**src/rtl/mem_port_arbiter.sv**
```systemverilog
// Two-port arbiter in front of a single-port synchronous-read memory.
// Port 0 has fixed priority; port 1 is forced through after MAX_WAIT lost arbitrations.
//
// state | meaning
// IDLE  | arbitrate between m0_req_i / m1_req_i, latch winner's command
// ISSUE | command on the memory bus, owner's gnt high
// RESP  | read data on mem_rdata_i, captured into owner's rdata
module mem_port_arbiter #(
   parameter int AW       = 16,
   parameter int DW       = 16,
   parameter int MAX_WAIT = 3
) (
   input  logic          clk_i,
   input  logic          rst_i,
   input  logic          m0_req_i,
   input  logic          m0_we_i,
   input  logic [AW-1:0] m0_addr_i,
   input  logic [DW-1:0] m0_wdata_i,
   output logic          m0_gnt_o,
   output logic          m0_rvalid_o,
   output logic [DW-1:0] m0_rdata_o,
   input  logic          m1_req_i,
   input  logic          m1_we_i,
   input  logic [AW-1:0] m1_addr_i,
   input  logic [DW-1:0] m1_wdata_i,
   output logic          m1_gnt_o,
   output logic          m1_rvalid_o,
   output logic [DW-1:0] m1_rdata_o,
   output logic [AW-1:0] mem_addr_o,
   output logic [DW-1:0] mem_wdata_o,
   output logic          mem_we_o,
   input  logic [DW-1:0] mem_rdata_i,
   output logic          owner_o,
   output logic          busy_o
);

   typedef enum logic [1:0] {
      IDLE  = 2'd0,
      ISSUE = 2'd1,
      RESP  = 2'd2
   } state_t;

   localparam logic [3:0] MAX_W = 4'(MAX_WAIT);

   state_t        state_q, state_d;
   logic [3:0]    wait_cnt_q, wait_cnt_d;
   logic          we_q, we_d;
   logic          owner_q, owner_d;
   logic          busy_q, busy_d;
   logic [AW-1:0] mem_addr_q, mem_addr_d;
   logic [DW-1:0] mem_wdata_q, mem_wdata_d;
   logic          mem_we_q, mem_we_d;
   logic          m0_gnt_q, m0_gnt_d, m1_gnt_q, m1_gnt_d;
   logic          m0_rvalid_q, m0_rvalid_d, m1_rvalid_q, m1_rvalid_d;
   logic [DW-1:0] m0_rdata_q, m0_rdata_d, m1_rdata_q, m1_rdata_d;
   logic          pick1;

   assign pick1 = m1_req_i && (!m0_req_i || (wait_cnt_q == MAX_W));

   always_comb begin
      state_d     = state_q;
      wait_cnt_d  = wait_cnt_q;
      we_d        = we_q;
      owner_d     = owner_q;
      mem_addr_d  = mem_addr_q;
      mem_wdata_d = mem_wdata_q;
      mem_we_d    = 1'b0;
      m0_gnt_d    = 1'b0;
      m1_gnt_d    = 1'b0;
      m0_rvalid_d = 1'b0;
      m1_rvalid_d = 1'b0;
      m0_rdata_d  = m0_rdata_q;
      m1_rdata_d  = m1_rdata_q;
      case (state_q)
         IDLE: begin
            if (pick1) begin
               owner_d     = 1'b1;
               we_d        = m1_we_i;
               mem_addr_d  = m1_addr_i;
               mem_wdata_d = m1_wdata_i;
               mem_we_d    = m1_we_i;
               m1_gnt_d    = 1'b1;
               wait_cnt_d  = 4'd0;
               state_d     = ISSUE;
            end else if (m0_req_i) begin
               owner_d     = 1'b0;
               we_d        = m0_we_i;
               mem_addr_d  = m0_addr_i;
               mem_wdata_d = m0_wdata_i;
               mem_we_d    = m0_we_i;
               m0_gnt_d    = 1'b1;
               state_d     = ISSUE;
               // port 1 lost this round only if it was actually asking
               if (!m1_req_i) begin
                  wait_cnt_d = 4'd0;
               end else if (wait_cnt_q != MAX_W) begin
                  wait_cnt_d = wait_cnt_q + 4'd1;
               end
            end else begin
               wait_cnt_d = 4'd0;
            end
         end
         ISSUE: begin
            state_d = we_q ? IDLE : RESP;
         end
         RESP: begin
            if (owner_q) begin
               m1_rdata_d  = mem_rdata_i;
               m1_rvalid_d = 1'b1;
            end else begin
               m0_rdata_d  = mem_rdata_i;
               m0_rvalid_d = 1'b1;
            end
            state_d = IDLE;
         end
         default: state_d = IDLE;
      endcase
      busy_d = (state_d != IDLE);
   end

   always_ff @(posedge clk_i) begin
      if (rst_i) begin
         state_q     <= IDLE;
         wait_cnt_q  <= 4'd0;
         we_q        <= 1'b0;
         owner_q     <= 1'b0;
         busy_q      <= 1'b0;
         mem_addr_q  <= '0;
         mem_wdata_q <= '0;
         mem_we_q    <= 1'b0;
         m0_gnt_q    <= 1'b0;
         m1_gnt_q    <= 1'b0;
         m0_rvalid_q <= 1'b0;
         m1_rvalid_q <= 1'b0;
         m0_rdata_q  <= '0;
         m1_rdata_q  <= '0;
      end else begin
         state_q     <= state_d;
         wait_cnt_q  <= wait_cnt_d;
         we_q        <= we_d;
         owner_q     <= owner_d;
         busy_q      <= busy_d;
         mem_addr_q  <= mem_addr_d;
         mem_wdata_q <= mem_wdata_d;
         mem_we_q    <= mem_we_d;
         m0_gnt_q    <= m0_gnt_d;
         m1_gnt_q    <= m1_gnt_d;
         m0_rvalid_q <= m0_rvalid_d;
         m1_rvalid_q <= m1_rvalid_d;
         m0_rdata_q  <= m0_rdata_d;
         m1_rdata_q  <= m1_rdata_d;
      end
   end

   assign m0_gnt_o    = m0_gnt_q;
   assign m1_gnt_o    = m1_gnt_q;
   assign m0_rvalid_o = m0_rvalid_q;
   assign m1_rvalid_o = m1_rvalid_q;
   assign m0_rdata_o  = m0_rdata_q;
   assign m1_rdata_o  = m1_rdata_q;
   assign mem_addr_o  = mem_addr_q;
   assign mem_wdata_o = mem_wdata_q;
   assign mem_we_o    = mem_we_q;
   assign owner_o     = owner_q;
   assign busy_o      = busy_q;

endmodule

```
**config.mk**
```make
export PLATFORM = sky130hd
export DESIGN_NAME = mem_port_arbiter
export DESIGN_NICKNAME = d
export VERILOG_FILES = /design/src/rtl/mem_port_arbiter.sv
export SDC_FILE = /design/constraint.sdc
export NUM_CORES = 1
export LEC_CHECK = 0
export BUFFER_PORTS_ARGS = -buffer_cell sky130_fd_sc_hd__buf_4
export CORE_MARGIN = 2
export CORE_UTILIZATION = 30
export CTS_BUF_LIST = sky130_fd_sc_hd__clkbuf_4 sky130_fd_sc_hd__clkbuf_8 sky130_fd_sc_hd__clkbuf_16
export CTS_CLUSTER_DIAMETER = 100
export DETAILED_ROUTE_END_ITERATION = 10
export GPL_TIMING_DRIVEN = 0
export PLACE_DENSITY = 0.64
export SLEW_MARGIN = 10
export SYNTH_ARGS = -nofsm -noshare
export SYNTH_HDL_FRONTEND = slang
export SYNTH_SLANG_ARGS = --single-unit
export TNS_END_PERCENT = 10
```
**constraint.sdc**
```tcl
create_clock -name clk_i -period 2.5 [get_ports clk_i]
set_clock_uncertainty 0.05 [all_clocks]
set_input_delay 0.5 -clock clk_i [delete_from_list [all_inputs] [get_ports clk_i]]
set_output_delay 0.5 -clock clk_i [all_outputs]
set_load 0.01 [all_outputs]
```
---- Word level (Yosys, flattened, before mapping) ----
Index checks and enable logic that the tools add are counted.
cells by class
  add/subtract/negate cells ............... 1
  bitwise operators ....................... 3
  reductions and logical operators ........ 13
  equality and inequality tests ........... 5
  muxes and demuxes ....................... 22
operators with widths
  kind                                                   count
  two-way mux 16 bit                                     4
  two-way mux 4 bit                                      4
  two-way mux 1 bit                                      10
  inequality test 4 x 2 -> 1 bit, second input constant  2
  AND reduction 2 bit                                    4
  two-way mux 2 bit                                      3
  adder 4 x 1 -> 4 bit, second input constant            1
  == test 4 x 2 -> 1 bit, second input constant          1
  one-hot mux 2 bit (2 select lines)                     1
  nonzero test 2 bit                                     2
  OR reduction 2 bit                                     2
  NOT 1 bit                                              3
  OR reduction 3 bit                                     1
  == test 2 x 1 -> 1 bit, second input constant          1
  == test 2 bit, second input constant                   1
  logical NOT 2 bit                                      1
  logical AND 1 bit                                      1
  logical NOT 1 bit                                      1
  logical OR 1 bit                                       1
storage, ports and cells
  input bits .............................. 86
  flip-flop bits (word level) ............. 78

---- Logic depth before layout (Yosys ltp) ----
Gate-level depths: netlist of the first run.
  depth after elaboration ................. 6
  gate-level depth with buffers ........... 6
  gate-level depth less buffers ........... 4

---- Worst setup path before layout of the first run ----
OpenSTA, ideal clock, no wires.
  path type ............................... input -> register
  from .................................... input port rst_i
  to ...................................... register m0_rvalid_q (netlist: m0_rvalid_o)
  library setup time ...................... 0.128 ns
  path slack .............................. 1.020 ns
  stages on the path ...................... 4
  arrival ................................. 1.302 ns
  buffers on the path ..................... 3
  required time ........................... 2.322 ns
  cell sequence ........................... clkbuf_1 -> clkbuf_1 -> buf_1 -> nor2_1
on the way
  cells in the longest elaborated chain, start to end .. 1
ends and longest elaborated chain
  element                       RTL line  RTL
  start, declared               14        input logic rst_i,
  OR reduction 2 bit (no line)  --
  end signal, assigned          148       m0_rvalid_q <= m0_rvalid_d;
  end, declared                 54        logic m0_rvalid_q, m0_rvalid_d, m1_rvalid_q, m1_rvalid_d;
No other way between the ends.
A chain may end at the register's enable or synchronous reset.

---- Worst setup path after layout of the first run ----
  from .................................... register state_q[1]
  to ...................................... register mem_wdata_q[15] (netlist: mem_wdata_o[15])
on the way
  cells in the longest elaborated chain, start to end .. 2
ends and longest elaborated chain
  element                        RTL line  RTL
  start, declared                45        state_t state_q, state_d;
  start signal, assigned         138       state_q <= state_d;
  logical NOT 2 bit              74        case (state_q)
  AND reduction 2 bit (no line)  --
  end signal, assigned           144       mem_wdata_q <= mem_wdata_d;
  end, declared                  51        logic [DW-1:0] mem_wdata_q, mem_wdata_d;
No other way between the ends.

==> impl_metrics.tcl, run 1 <==
set metrics [dict create \
    cts_setup_buffers 0 \
    ios 157 \
    syn_to_final_growth_pct 47.69 \
    grt_pass1_vias 3445 \
    crit_fanout 10 \
    die_y_um 111.0 \
    initial_core_util 0.3047 \
    fin_crit_ns 1.773 \
    syn_inst 393 \
    vias_per_cell 5.024 \
    ctsHoldBuffers 0 \
    leakage_nw 2.165 \
    cts_max_path_buffers 2 \
    gp_congestion 0.7910 \
    cts_root_buf "clkbuf_16" \
    r2r_start "state_q[1]$_SDFF_PP0_" \
    worstHoldEndpoint "m0_rdata_o[2]$_SDFFE_PP0P_" \
    critPathCaptureType "register" \
    r2r-end "mem_wdata_o[15]$_SDFFE_PP0P_" \
    mostFrequentLayoutCell "buf_4" \
    avgSynthCellArea_um2 8.739 \
    grt_max_degree 14 \
    layout.nets 646 \
    final_util 0.4500 \
    fill_cells 1127 \
    fp.dieArea_mm2 0.01232 \
    yosys-top-cells-area "dfxtp_1 45%, a21oi_1 10%, a311oi_1 8.4%, a21bo_2 8.2%, nand2_1 7.5%" \
    coreArea_mm2 0.01127 \
    chipWidth_um 111.0 \
    cts_tree "built" \
    worst_ir_drop_vdd_mv 0.2762 \
    cts_buffers 9 \
    maxCapViolations 0 \
    drc 0 \
    synth_top_area_frac 0.4546 \
    hold_path.class "primary input to register" \
    fin_crit_sh 0.7093 \
    critical_path_class "register to register" \
    postLayoutCellArea_mm2 0.005072 \
    final_cell_mix "161 x buf_4, 78 x dfxtp_1, 69 x nand2_1, 69 x a21oi_1, 35 x nand3_1" \
    finalHoldViolCount 0 \
    setup_tns_ns 0 \
    wl_per_cell_um 15.57 \
    max-slew-margin-rel 0.6380 \
    ys_types 37 \
    detail-route-antenna-nets 0 \
    port_buffers 155 \
    multiInputGateArea_mm2 0.001643 \
    ff2ff_setup_slack_ns 0.73 \
    ys_ff_latch 78 \
    min_from "mem_rdata_i[2]" \
    drt-initial-drc-count 187 \
    slew_viol_final 0 \
    rsz0062_at_grt "false" \
    numClockSinks 78 \
    crit_required_ns 2.68 \
    diodes 0 \
    vias 3552 \
    setup_violations 0 \
    antenna_found_initial 0 \
    whs_path_depth 3 \
    dp_hpwl_um 8341 \
    ctsHtreeMaxLevel 3 \
    powerDensity_mw_per_mm2 642.9 \
    drive_above_1_share 0.4184 \
    rows 39 \
    syn_nets 480 \
    ff_latch_area_mm2 0.001562 \
    synth_area_mm2 0.003435 \
    wl_um 11010 \
    clk_latency_ns 0.32 \
    grt_util_all_layers 0.1703 \
    tightest_slew_ns 0.5430 \
    grt_overflow 0 \
    grt_first_pass_wirelength_um 17150 \
    fmax_mhz 563.9 \
    status "finished, final reports clean" \
    path_clk_slew_ns 0.06 \
    ys.warnings.count 0 \
    dr.pass1.iters 5 \
    worst_ep_arrival_time_ns 1.95 \
    place_area_mm2 0.004777 \
    crit_path_start_kind "register" \
    ctsResizeCount 0 \
    yosysTopAreaCell "dfxtp_1" \
    r2r_cells 5 \
    yosysSeqAreaShare 0.4546 \
]
==> sequential cells by signal (all words and copies together) (netlist names) <==
| register | cells |
|---|---|
| m1_gnt_o | 1 |
| we_q | 1 |
| m1_rdata_o | 16 |
| m0_gnt_o | 1 |
| owner_o | 1 |
| busy_o | 1 |
| mem_wdata_o | 16 |
| m0_rvalid_o | 1 |
| mem_addr_o | 16 |
| wait_cnt_q | 4 |
| m0_rdata_o | 16 |
| state_q | 2 |
| mem_we_o | 1 |
| m1_rvalid_o | 1 |
==> worst max-delay path by stage <==
stage                          start                           end  slack (ns)  cells past startpoint
2_1_floorplan                  rst_i        m0_rvalid_o$_SDFF_PP0_        1.02                      4
3_5_place_dp                   rst_i        m1_rvalid_o$_SDFF_PP0_        0.50                      4
3_3_place_gp                   rst_i    m1_rdata_o[2]$_SDFFE_PP0P_        0.53                      4
6_report       state_q[1]$_SDFF_PP0_  mem_wdata_o[15]$_SDFFE_PP0P_        0.73                      5
4_1_cts        state_q[1]$_SDFF_PP0_   mem_addr_o[15]$_SDFFE_PP0P_        0.70                      5
5_1_grt        state_q[1]$_SDFF_PP0_   mem_addr_o[15]$_SDFFE_PP0P_        0.56                      5
==> layout make-up <==
class	instances	share of cell area
multi-input cells	271	0.3239
flip-flops and latches	78	0.3078
repair buffers	155	0.2294
clock buffers	10	0.04588
plain buffers	44	0.04539
well taps	143	0.03527
clock inverters	6	0.01233
==> where the power goes <==
group	leakage (nW)	internal (mW)	switching (mW)
Sequential	0.639	1.33	0.0493
Combinational	1.38	0.307	0.283
Clock	0.150	0.783	0.511
Total	2.17	2.42	0.844
==> stage by stage <==
stage	power (mW)	instances	hold WS, ns	setup slack, ns
detailed placement	1.995	691	0.3840	0.4963
finish	3.261	707	0.3847	0.7266
global placement	1.988	691	0.3875	0.5343
global route	3.395	707	0.3782	0.5592
CTS	3.290	707	0.3741	0.7040
floorplan	1.686	393	0.3591	1.020
==> cells by family after synthesis <==
family | share of synthesized area
buffers and inverters | 0.06703
DFF | 0.4546
AOI/OAI and AO/OA | 0.2944
adders and majority gates | 0.003642
and+or+nand+nor | 0.1803
==> per-layer routing <==
metal  vias up  wire length [um]  track usage
met1      1651              4896       0.2181
met4         0               146      0.05667
met5         -                 0            0
li1       1750                 -            -
met2       139              5117       0.2765
met3        12               847      0.04866
==> critical path, stage by stage, from the launching register on <==
cell and delay, ns:
dfxtp_1 0.29, buf_2 0.15, nor2_2 0.34, clkbuf_1 0.45
a21oi_1 0.13, a311oi_1 0.27
==> Yosys cell counts <==
cell	number
o21ai_0	2
nor2_4	1
or3b_2	1
nand2b_1	1
o21bai_1	1
nor3b_1	1
a21oi_1	69
buf_6	2
dfxtp_1	78
a31oi_1	1
and4bb_1	1
and3b_2	1
nand2_1	69
or4b_1	1
nand4bb_1	1
clkbuf_1	12
a21bo_1	5
a311oi_1	33
nand3_1	35
buf_2	22
buf_1	2
a21o_1	1
nand4b_1	1
nand4_1	1
buf_4	6
and3b_1	1
ha_1	1
a211oi_1	2
a21bo_2	28
or3b_1	1
nor3_1	1
nor3b_2	1
nand3b_1	2
nor4b_1	1
nor2_1	4
or2_2	2
nor2_2	1
(Power assumes the default switching activity.)
==> inputs of run 2 (changes only) <==
- clock period: 2.5 -> 1.8 ns (I/O delays scaled with it)
==> run 2 against run 1 <==
Compared with the run above: sequential cell count stayed put; clock power is 40% higher; wire length decreased by 0.30%; cell count unchanged; combinational power grew 40%; maximum frequency up 7.2%; worst setup slack got worse by 0.58 ns; total power is 39% higher; sequential share of layout area decreased by 0.13 points; global-route usage unchanged; cell area increased by 0.52%; critical endpoint is now mem_wdata_o[4]$_SDFFE_PP0P_; largest power group unchanged; highest routed layer unchanged.
==> impl_metrics.tcl, run 2 (synthesis results as in run 1) <==
set metrics [dict create \
    grt_util_all_layers 0.1703 \
    layout.nets 646 \
    dp_cells 691 \
    startpoint "state_q[1]$_SDFF_PP0_" \
    r2r_start "state_q[1]$_SDFF_PP0_" \
    grt_pass1_vias 3445 \
    hold_path.class "primary input to register" \
    vias 3581 \
    status "finished, final reports clean" \
    drive_above_1_share 0.4291 \
    port_buffers 155 \
    cts_root_buf "clkbuf_16" \
    max-slew-margin-rel 0.6323 \
    critical_path_class "register to register" \
    place_ws_ns -0.06374 \
    crit_required_ns 1.93 \
    rows 39 \
    worst_ep_arrival_time_ns 1.79 \
    cts_tree "built" \
    drc 0 \
    leakage_nw 2.174 \
    fin_crit_ns 1.655 \
    mostFrequentLayoutCell "buf_4" \
    ios 157 \
    wl_um 10970 \
    tightest_slew_ns 0.5516 \
    final_cell_mix "161 x buf_4, 77 x dfxtp_1, 69 x nand2_1, 69 x a21oi_1, 35 x nand3_1" \
    worst_ir_drop_vdd_mv 0.3840 \
    coreArea_mm2 0.01127 \
    dr.pass1.iters 4 \
    final_util 0.4523 \
    cts_buffers 9 \
    r2r-end "mem_wdata_o[4]$_SDFFE_PP0P_" \
    gp_congestion 0.7910 \
    grt_first_pass_wirelength_um 17150 \
    syn_to_final_growth_pct 48.45 \
    initial_core_util 0.3047 \
    diodes 0 \
    slew_viol_final 0 \
    ctsHtreeMaxLevel 3 \
    vias_per_cell 5.065 \
    chipWidth_um 111.0 \
    detail-route-antenna-nets 0 \
    ctsHoldBuffers 0 \
    grt_max_degree 14 \
    fill_cells 1124 \
    powerDensity_mw_per_mm2 889.9 \
    ff_latch_area_mm2 0.001563 \
    dp_hpwl_um 8341 \
    numClockSinks 78 \
    path_clk_slew_ns 0.06 \
    whs_ns 0.2428 \
    instances_no_fill 707 \
    ff2ff_setup_slack_ns 0.15 \
    crit_fanout 10 \
    fmax_mhz 604.3 \
    maxCapViolations 0 \
    fp.dieArea_mm2 0.01232 \
    clk_latency_ns 0.32 \
    setup.worst_path.end "mem_wdata_o[4]$_SDFFE_PP0P_" \
    die_y_um 111.0 \
    multiInputGateArea_mm2 0.001662 \
    grt_overflow 0 \
    total_power_mw 4.537 \
    r2r_cells 6 \
    crit_path_start_kind "register" \
    antenna_found_initial 0 \
    critPathCaptureType "register" \
    cts_max_path_buffers 2 \
    rsz0062_at_grt "false" \
    drt-initial-drc-count 220 \
    fin_ws_ns 0.1453 \
    setup_violations 0 \
    fin_crit_sh 0.9193 \
    wl_per_cell_um 15.52 \
    finalHoldViolCount 0 \
]
-- run 2: repair_timing --
action / in CTS / in global routing
buffers inserted: 0 / 0
endpoints found under the setup margin: 0 / 27
resized for setup: 0 / 11
-- run 2: stage by stage --
step,setup TNS [ns],area (um^2)
3_5_place_dp,-1.003,4777
4_1_cts,0,5072
6_report,0,5099
5_1_grt,0,5099
3_3_place_gp,-0.2736,4777
2_1_floorplan,0,3435
-- run 2: power by group --
part	switching, mW	internal, mW
sequential	0.0687	1.84
combinational	0.395	0.430
clock	0.713	1.09
total	1.18	3.36
-- run 2: metal layers --
layer,part of all wire,GRT usage
met2,0.46,0.2765
met5,0,0
met1,0.44,0.2181
met3,0.081,0.04866
met4,0.014,0.05667
-- run 2: final cells by class --
| type | instances | share of cell area |
|---|---|---|
| buffer | 44 | 0.04638 |
| clock buffer | 10 | 0.04564 |
| clock inverter | 6 | 0.01227 |
| multi-input combinational | 271 | 0.3259 |
| sequential | 78 | 0.3065 |
| tap | 143 | 0.03509 |
| timing repair buffer | 155 | 0.2282 |
-- run 2: worst min-delay path by stage --
stage | cells past startpoint | startpoint | end | slack, ns
after CTS | 3 | mem_rdata_i[6] | m1_rdata_o[6]$_SDFFE_PP0P_ | 0.23
after global placement | 1 | we_q$_SDFFE_PP0P_ | state_q[1]$_SDFF_PP0_ | 0.39
after floorplan | 1 | we_q$_SDFFE_PP0P_ | state_q[1]$_SDFF_PP0_ | 0.36
final | 3 | mem_rdata_i[2] | m0_rdata_o[2]$_SDFFE_PP0P_ | 0.24
after global routing | 3 | mem_rdata_i[6] | m1_rdata_o[6]$_SDFFE_PP0P_ | 0.24
after detailed placement | 1 | we_q$_SDFFE_PP0P_ | state_q[1]$_SDFF_PP0_ | 0.38
-- run 2: critical path, cell delays in order (launching register included) --
cell	delay (ns)
dfxtp_1	0.29
buf_2	0.15
or2_2	0.29
buf_2	0.19
nor2_4	0.22
buf_4	0.22
a311oi_1	0.10
